===== config.mk =====
export PLATFORM = sky130hd
export DESIGN_NAME = mult_sm_seq
export DESIGN_NICKNAME = d
export VERILOG_FILES = /design/src/rtl/mult_sm_seq_pkg.sv /design/src/rtl/mult_sm_seq_dp.sv /design/src/rtl/mult_sm_seq.sv
export SDC_FILE = /design/constraint.sdc
export NUM_CORES = 1
export LEC_CHECK = 0
export ABC_AREA = 1
export BUFFER_PORTS_ARGS = -buffer_cell sky130_fd_sc_hd__buf_2
export CORE_UTILIZATION = 50
export CTS_CLUSTER_SIZE = 28
export DETAILED_ROUTE_END_ITERATION = 10
export GPL_TIMING_DRIVEN = 0
export PLACE_DENSITY = 0.7
export SLEW_MARGIN = 20
export SYNTH_ARGS = -nofsm -noshare
export SYNTH_HDL_FRONTEND = slang
export SYNTH_SLANG_ARGS = --single-unit
export TNS_END_PERCENT = 20

===== constraint.sdc =====
create_clock -name clk -period 5.9 [get_ports clk]
set_input_delay 1.18 -clock clk [delete_from_list [all_inputs] [get_ports clk]]
set_output_delay 1.18 -clock clk [all_outputs]
set_load 0.01 [all_outputs]

===== src/rtl/mult_sm_seq_pkg.sv =====
// Shared definitions for the sequential sign-magnitude multiplier: FSM state
// encodings and the iteration-counter width helper.
package mult_sm_seq_pkg;

  typedef enum logic [1:0] {
    ST_IDLE = 2'd0,
    ST_CALC = 2'd1,
    ST_DONE = 2'd2
  } state_e;

  // Counter must hold the value WIDTH itself, hence WIDTH+1.
  function automatic int cnt_w(input int width);
    return $clog2(width + 1);
  endfunction

endpackage


===== src/rtl/mult_sm_seq_dp.sv =====
// Shift-add datapath: accumulator, shifted multiplicand, multiplier and iteration
// counter. Early termination when MULT_SM_EARLY_EXIT_EN is defined.
module mult_sm_seq_dp #(
  parameter int WIDTH = 4,
  parameter int CW    = 3
) (
  input  logic                 clk,
  input  logic                 rst,
  input  logic                 load_i,
  input  logic                 step_i,
  input  logic [WIDTH-1:0]     x_mag_i,
  input  logic [WIDTH-1:0]     y_mag_i,
  output logic [2*WIDTH-1:0]   acc_d_o,
  output logic                 last_o
);

  logic [2*WIDTH-1:0] acc_q, acc_d;
  logic [2*WIDTH-1:0] mcand_q, mcand_d;
  logic [WIDTH-1:0]   mplier_q, mplier_d;
  logic [CW-1:0]      cnt_q, cnt_d;

  always_comb begin
    acc_d    = acc_q;
    mcand_d  = mcand_q;
    mplier_d = mplier_q;
    cnt_d    = cnt_q;
    if (load_i) begin
      acc_d    = '0;
      mcand_d  = {{WIDTH{1'b0}}, x_mag_i};
      mplier_d = y_mag_i;
      cnt_d    = CW'(WIDTH);
    end else if (step_i) begin
      acc_d    = acc_q + ({(2*WIDTH){mplier_q[0]}} & mcand_q);
      mcand_d  = mcand_q << 1;
      mplier_d = mplier_q >> 1;
      cnt_d    = cnt_q - CW'(1);
    end
  end

  // Last step when the counter expires, or (early exit) when no set bits remain
  // above the one being consumed this cycle.
`ifdef MULT_SM_EARLY_EXIT_EN
  assign last_o = step_i && ((cnt_q == CW'(1)) || (mplier_q[WIDTH-1:1] == '0));
`else
  assign last_o = step_i && (cnt_q == CW'(1));
`endif

  assign acc_d_o = acc_d;

  always_ff @(posedge clk) begin
    if (rst) begin
      acc_q    <= '0;
      mcand_q  <= '0;
      mplier_q <= '0;
      cnt_q    <= '0;
    end else begin
      acc_q    <= acc_d;
      mcand_q  <= mcand_d;
      mplier_q <= mplier_d;
      cnt_q    <= cnt_d;
    end
  end

endmodule


===== src/rtl/mult_sm_seq.sv =====
// Sequential sign-magnitude multiplier with start/busy/done handshake.
// Optional build macro: MULT_SM_EARLY_EXIT_EN (data-dependent early termination).
module mult_sm_seq
  import mult_sm_seq_pkg::*;
#(
  parameter int WIDTH = 4
) (
  input  logic                 clk,
  input  logic                 rst,
  input  logic                 start,
  input  logic                 x_sign,
  input  logic [WIDTH-1:0]     x_mag,
  input  logic                 y_sign,
  input  logic [WIDTH-1:0]     y_mag,
  output logic                 busy,
  output logic                 done,
  output logic                 z_sign,
  output logic [2*WIDTH-1:0]   z_mag
);

  localparam int CW = cnt_w(WIDTH);

  state_e             state_q;
  logic               busy_q, done_q, z_sign_q, sign_q;
  logic [2*WIDTH-1:0] z_mag_q;
  logic [2*WIDTH-1:0] acc_d;
  logic               load, step, last;

  assign load = (state_q == ST_IDLE) && start;
  assign step = (state_q == ST_CALC);

  mult_sm_seq_dp #(
    .WIDTH (WIDTH),
    .CW    (CW)
  ) u_dp (
    .clk     (clk),
    .rst     (rst),
    .load_i  (load),
    .step_i  (step),
    .x_mag_i (x_mag),
    .y_mag_i (y_mag),
    .acc_d_o (acc_d),
    .last_o  (last)
  );

  always_ff @(posedge clk) begin
    if (rst) begin
      state_q  <= ST_IDLE;
      busy_q   <= 1'b0;
      done_q   <= 1'b0;
      z_sign_q <= 1'b0;
      z_mag_q  <= '0;
      sign_q   <= 1'b0;
    end else begin
      case (state_q)
        ST_IDLE: begin
          done_q <= 1'b0;
          if (start) begin
            sign_q  <= x_sign ^ y_sign;
            busy_q  <= 1'b1;
            state_q <= ST_CALC;
          end
        end
        ST_CALC: begin
          if (last) begin
            z_mag_q  <= acc_d;
            // A zero product is always reported as +0.
            z_sign_q <= sign_q & (|acc_d);
            busy_q   <= 1'b0;
            done_q   <= 1'b1;
            state_q  <= ST_DONE;
          end
        end
        ST_DONE: begin
          done_q  <= 1'b0;
          state_q <= ST_IDLE;
        end
        default: begin
          busy_q  <= 1'b0;
          done_q  <= 1'b0;
          state_q <= ST_IDLE;
        end
      endcase
    end
  end

  assign busy   = busy_q;
  assign done   = done_q;
  assign z_sign = z_sign_q;
  assign z_mag  = z_mag_q;

endmodule


==> metrics.cfg, run 1 <==
[detailed_routing]
remaining_drc_errors=0
routed_wl_microns=4030
ant_nets=0
drt_first_iter_violations=73
vias=1725
viasPerCell=4.91
wire_per_inst_microns=11.5
dr.pass1.iters=4

[synthesis]
synth_edf_count=0
ys_top_cells_by_count=nand2_1, inv_1, dfxtp_1
synth.area.mux_share_pct=0
asyncSetResetFlopFracSynth_pct=0
ys_ff_latch=37
synth.area.top_cells=dfxtp_1, nand2_1, inv_1
synth.distinct_cells=28
synth_top_family_by_area=simple AND/OR/NAND/NOR gates
yosys_warnings=0
synthCells=272
yosysTopAreaCell=dfxtp_1
synth-xor-area-share_pct=0.917
synth_top_area_share_pct=38.8
synth_most_common_cell=nand2_1
synthAdderAreaFrac_pct=6.95
synth_nets=295
synth-seq-area-share_pct=38.8
avgSynthCellArea_sq_um=7.02
synth_ff_type=dfxtp_1
yosys.area_share.simple_pct=24.7
syn_area_sq_mm=0.00191
synth_compound_area_share_pct=16.3

[global_routing]
antenna_found_initial=0
grt_usage_pct=21.3
grt_max_degree=12
grt_pass1_wl_microns=6660
overflow=0
grt_pass1_vias=1547

[placement]
globalplace.congestion=0.801
placed_area_sq_mm=0.00208
hpwlAfterDp_microns=3120
portBuffers=23

[critical_path]
reg2reg_depth=14
critPathLaunchType=flip-flop
cp_max_fo=9
crit_arrival_ps=2460
cp.required_ps=6070
end_kind=flip-flop
crit_type=reg2reg

[die]
die_w_microns=63.8
dieArea_sq_mm=0.00407
core_sq_mm=0.00366
die_y_microns=63.8
ios=24
initial_core_util_pct=52.2
rows=22

[clocking]
clk_pin_slew_worst_paths_ps=70
cts_made_buffers=5
clock_path_buffers=2
clock_latency_ps=280
cts_htree_levels=2
cts_hold_buf=0
cts_root_buf=clkbuf_8
ctsResizeCount=0
post_cts_buffers=0
cts_tree=yes
cts_sinks=37

[timing]
rsz0062_at_grt=no
slew_headroom_pct=70.0
skew_ps=6.09
period_needed_ps=2290
slew_viol_final=0
worst_pin_slew_ps=450
setup-violations-final=0
period_share_pct=38.8
fmax_ghz=0.437
holdWs_ps=474
hold_viol=0
final.setup.tns_ps=0

[pwr]
totalPowerFinal_mw=0.531
power.leakage_nw=1.11
ir_drop_v=0.000158
power_density_mw_per_mm2=245

[cells_and_area]
antenna_cells=0
fin_nets=325
final_cell_area_sq_mm=0.00217
area_growth_pct=13.6
drive_above_1_share_pct=16.5

[outcome]
status=finished, final reports clean

[min_path]
hp-class=reg2reg
hold_path_depth=2

[run]
maxCapViolations=0

[state kept, by name, indices dropped and copies added, names as in the netlist]
signal	flops
sign_q	1
z_mag	8
u_dp.cnt_q	3
z_sign	1
u_dp.mplier_q	4
u_dp.mcand_q	8
done	1
busy	1
u_dp.acc_q	8
state_q	2
[cell families (layout without fill, tap and decap cells)]
kind of cell,after synthesis,count (layout)
AND/OR/NAND/NOR,114,114
buffers and inverters,55,86
AO/OA/AOI/OAI,54,54
flip-flops,37,37
adder cells (fa/ha/maj),10,10
XOR/XNOR,2,2
[cell type report]
type | instances | area [sq um]
plain buffers | 11 | 71.3
clock buffers | 7 | 76.3
clock inverters | 1 | 7.51
flip-flops and latches | 37 | 741
well taps | 48 | 60.1
multi-input cells | 180 | 932
fillers | 377 | 1490
repair buffers | 23 | 115
inverters | 44 | 165
[worst max-delay path: stages (launching register included)]
cell	delay, ps
dfxtp_1	300
buf_2	160
nand2_1	70
inv_1	50
ha_1	220
fa_1	390
or2_2	300
nand3_1	70
nand2_1	70
inv_2	60
nand3_1	60
nor2_1	130
nand2_1	80
o21bai_1	140
a21oi_1	80
[layout by cell type (no fill, tap or decap), types with 2 or more instances in the layout]
master / synthesis / final
o22ai_1: 6 / 6
nand3_1: 17 / 17
nand2_1: 68 / 68
o21ai_0: 9 / 9
clkbuf_1: 2 / 4
inv_1: 38 / 38
buf_6: 3 / 3
o211ai_2: 2 / 2
o21ai_1: 8 / 8
a21oi_1: 22 / 22
inv_2: 6 / 6
dfxtp_1: 37 / 37
clkbuf_8: 0 / 5
buf_2: 6 / 29
nor2_1: 22 / 22
ha_1: 9 / 9
o211ai_1: 5 / 5
[where the power goes]
part / leakage, nW / internal (mW) / switching [mW] / total [mW]
Sequential: 0.302 / 0.264 / 0.00876 / 0.273
Combinational: 0.771 / 0.0348 / 0.0583 / 0.0931
Clock: 0.0385 / 0.0835 / 0.0819 / 0.165
[per-layer routing]
metal | part of all wire [%] | GRT usage (%)
met2 | 46 | 33.6
met3 | 2.4 | 5.00
met5 | 0 | 0
met1 | 50 | 27.9
met4 | 1.2 | 8.52
[per-stage QoR]
step / std cells / worst slack (ps) / util [%]
2_1_floorplan: 272 / 3760 / -
3_3_place_gp: 343 / 3510 / 56.9
3_5_place_dp: 343 / 3480 / 56.9
4_1_cts: 351 / 3630 / 59.2
5_1_grt: 351 / 3460 / 59.2
6_report: 351 / 3610 / 59.2
[final timing paths]
| path | slack [ps] | start | to |
|---|---|---|---|
| setup reg to reg | 3610 | u_dp.mplier_q[0] | z_sign |
| hold / removal | 470 | u_dp.mcand_q[7] | u_dp.mcand_q[7] |
| hold reg to reg | 470 | u_dp.mcand_q[7] | u_dp.mcand_q[7] |
| setup / recovery | 3610 | u_dp.mplier_q[0] | z_sign |
Power figures use the tool's default switching activity.
==> run 2, diff against run 1 <==
PLACE_DENSITY = 0.73   (was 0.7)
clock period = 1.9 ns   (was 5.9 ns; I/O delays follow)
==> run 2 against run 1 <==
Against the previous run:
- the flow now finishes with violations (negative setup slack)
- critical path depth decreased by 1
- highest routed layer unchanged
- routed wire length increased by 9.9%
- worst setup slack got worse by 3700 ps
- fmax increased by 18%
- global-route usage increased by 1.7 points
==> metrics.cfg, run 2 (synthesis gave the netlist of run 1 again) <==
[global_routing]
grt_pass1_vias=1617  ; was 1547
antenna_found_initial=0  ; unchanged
grt_pass1_wl_microns=7270  ; was 6660 microns
overflow=0  ; unchanged
grt_max_degree=12  ; unchanged
grt_usage_pct=23.0  ; was 21.3%

[critical_path]
cp.required_ps=2080  ; was 6070 ps
reg2reg_depth=13  ; was 14
crit_path_start=u_dp.mplier_q[0]  ; unchanged
end_kind=flip-flop  ; unchanged
crit_type=reg2reg  ; unchanged
cp_max_fo=5  ; was 9
worstReg2RegStart=u_dp.mplier_q[0]  ; unchanged
worstReg2RegEnd=z_sign  ; unchanged
r2r_slack_ps=-40  ; was 3610 ps
critPathLaunchType=flip-flop  ; unchanged
crit_end=z_sign  ; unchanged
crit_arrival_ps=2120  ; was 2460 ps

[cells_and_area]
final_common_cell=nand2_1  ; unchanged
most-common-layout-cells=nand2_1, inv_1, dfxtp_1, buf_2, nor2_1  ; was nand2_1, inv_1, dfxtp_1, buf_2
fin_nets=331  ; was 325
instances_no_fill=356  ; was 351
area_growth_pct=22.5  ; was 13.6%
drive_above_1_share_pct=27.3  ; was 16.5%
antenna_cells=0  ; unchanged

[pwr]
p_switching_mw=0.507  ; was 0.149 mW
power_density_mw_per_mm2=747  ; was 245 mW/mm^2
ir_drop_v=0.000510  ; was 0.000158 V
clkPwrFrac_pct=32.4  ; was 31.1%
power.leakage_nw=1.14  ; was 1.11 nW
combPwrFrac_pct=18.8  ; was 17.5%
intPower_mw=1.24  ; was 0.382 mW
pwr-share-seq_pct=48.8  ; was 51.4%
swShare_pct=29.0  ; was 28.0%

[timing]
slew_headroom_pct=63.9  ; was 70.0%
layout_setup_ws_ps=-39.1  ; was 3610 ps
holdWs_ps=322  ; was 474 ps
period_share_pct=102  ; was 38.8%
skew_ps=3.95  ; was 6.09 ps
hold_viol=0  ; unchanged
slew_viol_final=0  ; unchanged
rsz0062_at_grt=yes  ; was no
fmax_ghz=0.516  ; was 0.437 GHz
period_needed_ps=1940  ; was 2290 ps
setup-violations-final=1  ; was 0
worst_pin_slew_ps=542  ; was 450 ps

[clocking]
cts_tree=yes  ; unchanged
clock_latency_ps=290  ; was 280 ps
clock_path_buffers=2  ; unchanged
cts_sinks=37  ; unchanged
cts_htree_levels=2  ; unchanged
cts_made_buffers=5  ; unchanged
clk_pin_slew_worst_paths_ps=70  ; about the same
cts_root_buf=clkbuf_8  ; unchanged

[die]
die_w_microns=63.8  ; unchanged
core_sq_mm=0.00366  ; unchanged
rows=22  ; unchanged
dieArea_sq_mm=0.00407  ; unchanged
die_y_microns=63.8  ; unchanged
initial_core_util_pct=52.2  ; unchanged
ios=24  ; unchanged

[detailed_routing]
wire_per_inst_microns=12.4  ; was 11.5 microns
dr.pass1.iters=4  ; unchanged
remaining_drc_errors=0  ; unchanged
routed_wl_microns=4430  ; was 4030 microns
viasPerCell=5.09  ; was 4.91
drt_first_iter_violations=82  ; was 73
vias=1811  ; was 1725
ant_nets=0  ; unchanged

[run]
maxCapViolations=0  ; unchanged

[placement]
portBuffers=23  ; unchanged
hpwlAfterDp_microns=3090  ; was 3120 microns
globalplace.congestion=0.864  ; was 0.801
place_inst=343  ; unchanged

[outcome]
status=finished with violations  ; was finished, final reports clean
violations=negative setup slack

[min_path]
hp-class=in2reg  ; was reg2reg

[run 2: how the worst min path moves through the flow]
stage	start	end	depth (start not counted)
5_1_grt	rst	state_q[0]	2
4_1_cts	rst	z_sign	2
6_report	rst	z_sign	2
3_5_place_dp	u_dp.mcand_q[7]	u_dp.mcand_q[7]	2
3_3_place_gp	u_dp.mcand_q[7]	u_dp.mcand_q[7]	2
2_1_floorplan	u_dp.mcand_q[7]	u_dp.mcand_q[7]	2
[run 2: power groups by stage]
stage | logic, mW | clock network, mW | registers [mW]
after global routing | 0.367 | 0.606 | 0.859
after floorplan | 0.216 | 0 | 0.863
after detailed placement | 0.293 | 0 | 0.864
after CTS | 0.311 | 0.575 | 0.851
final | 0.329 | 0.566 | 0.853
after global placement | 0.289 | 0 | 0.864
[run 2: timing repair]
item                       CTS  global route
resized for setup            9            15
hold buffers                 0             0
setup endpoints to repair    2             6
pin swaps                    8            11
setup buffers                5             2
[run 2: final cells by class]
class | count | area [sq um]
buffer | 10 | 66.3
clock buffer | 6 | 82.6
clock inverter | 1 | 7.51
fill | 337 | 1320
inverter | 44 | 165
multi-input combinational | 180 | 1030
sequential | 37 | 744
tap | 48 | 60.1
timing repair buffer | 30 | 180
[run 2: critical path: stages, from the launching register on]
cell,delay (ps)
dfxtp_4,370
nand2_2,70
inv_2,40
ha_4,150
fa_2,370
or2_4,240
nand3_2,50
nand2_1,60
inv_2,60
nand3_2,70
nor2_2,80
nand2_1,50
o21bai_1,130
a21oi_1,70
[run 2: through the flow]
step	setup WS, ps	total power [mW]	instance area [sq um]	setup TNS (ps)	util (%)
2_1_floorplan	8.96	1.08	1940	0	-
3_3_place_gp	-174	1.15	2110	-174	57.7
3_5_place_dp	-192	1.16	2110	-192	57.7
4_1_cts	-21.5	1.74	2270	-21.5	61.9
5_1_grt	-133	1.83	2340	-352	63.9
6_report	-39.1	1.75	2340	-39.1	63.9
[run 2: per-layer routing]
layer  track usage, %  up-vias  share of wire, %
li1                 -      939                 -
met1             30.8      833                47
met2             37.0       32                47
met3             4.46        7               4.2
met4             7.67        0               1.2
met5                0        -                 0
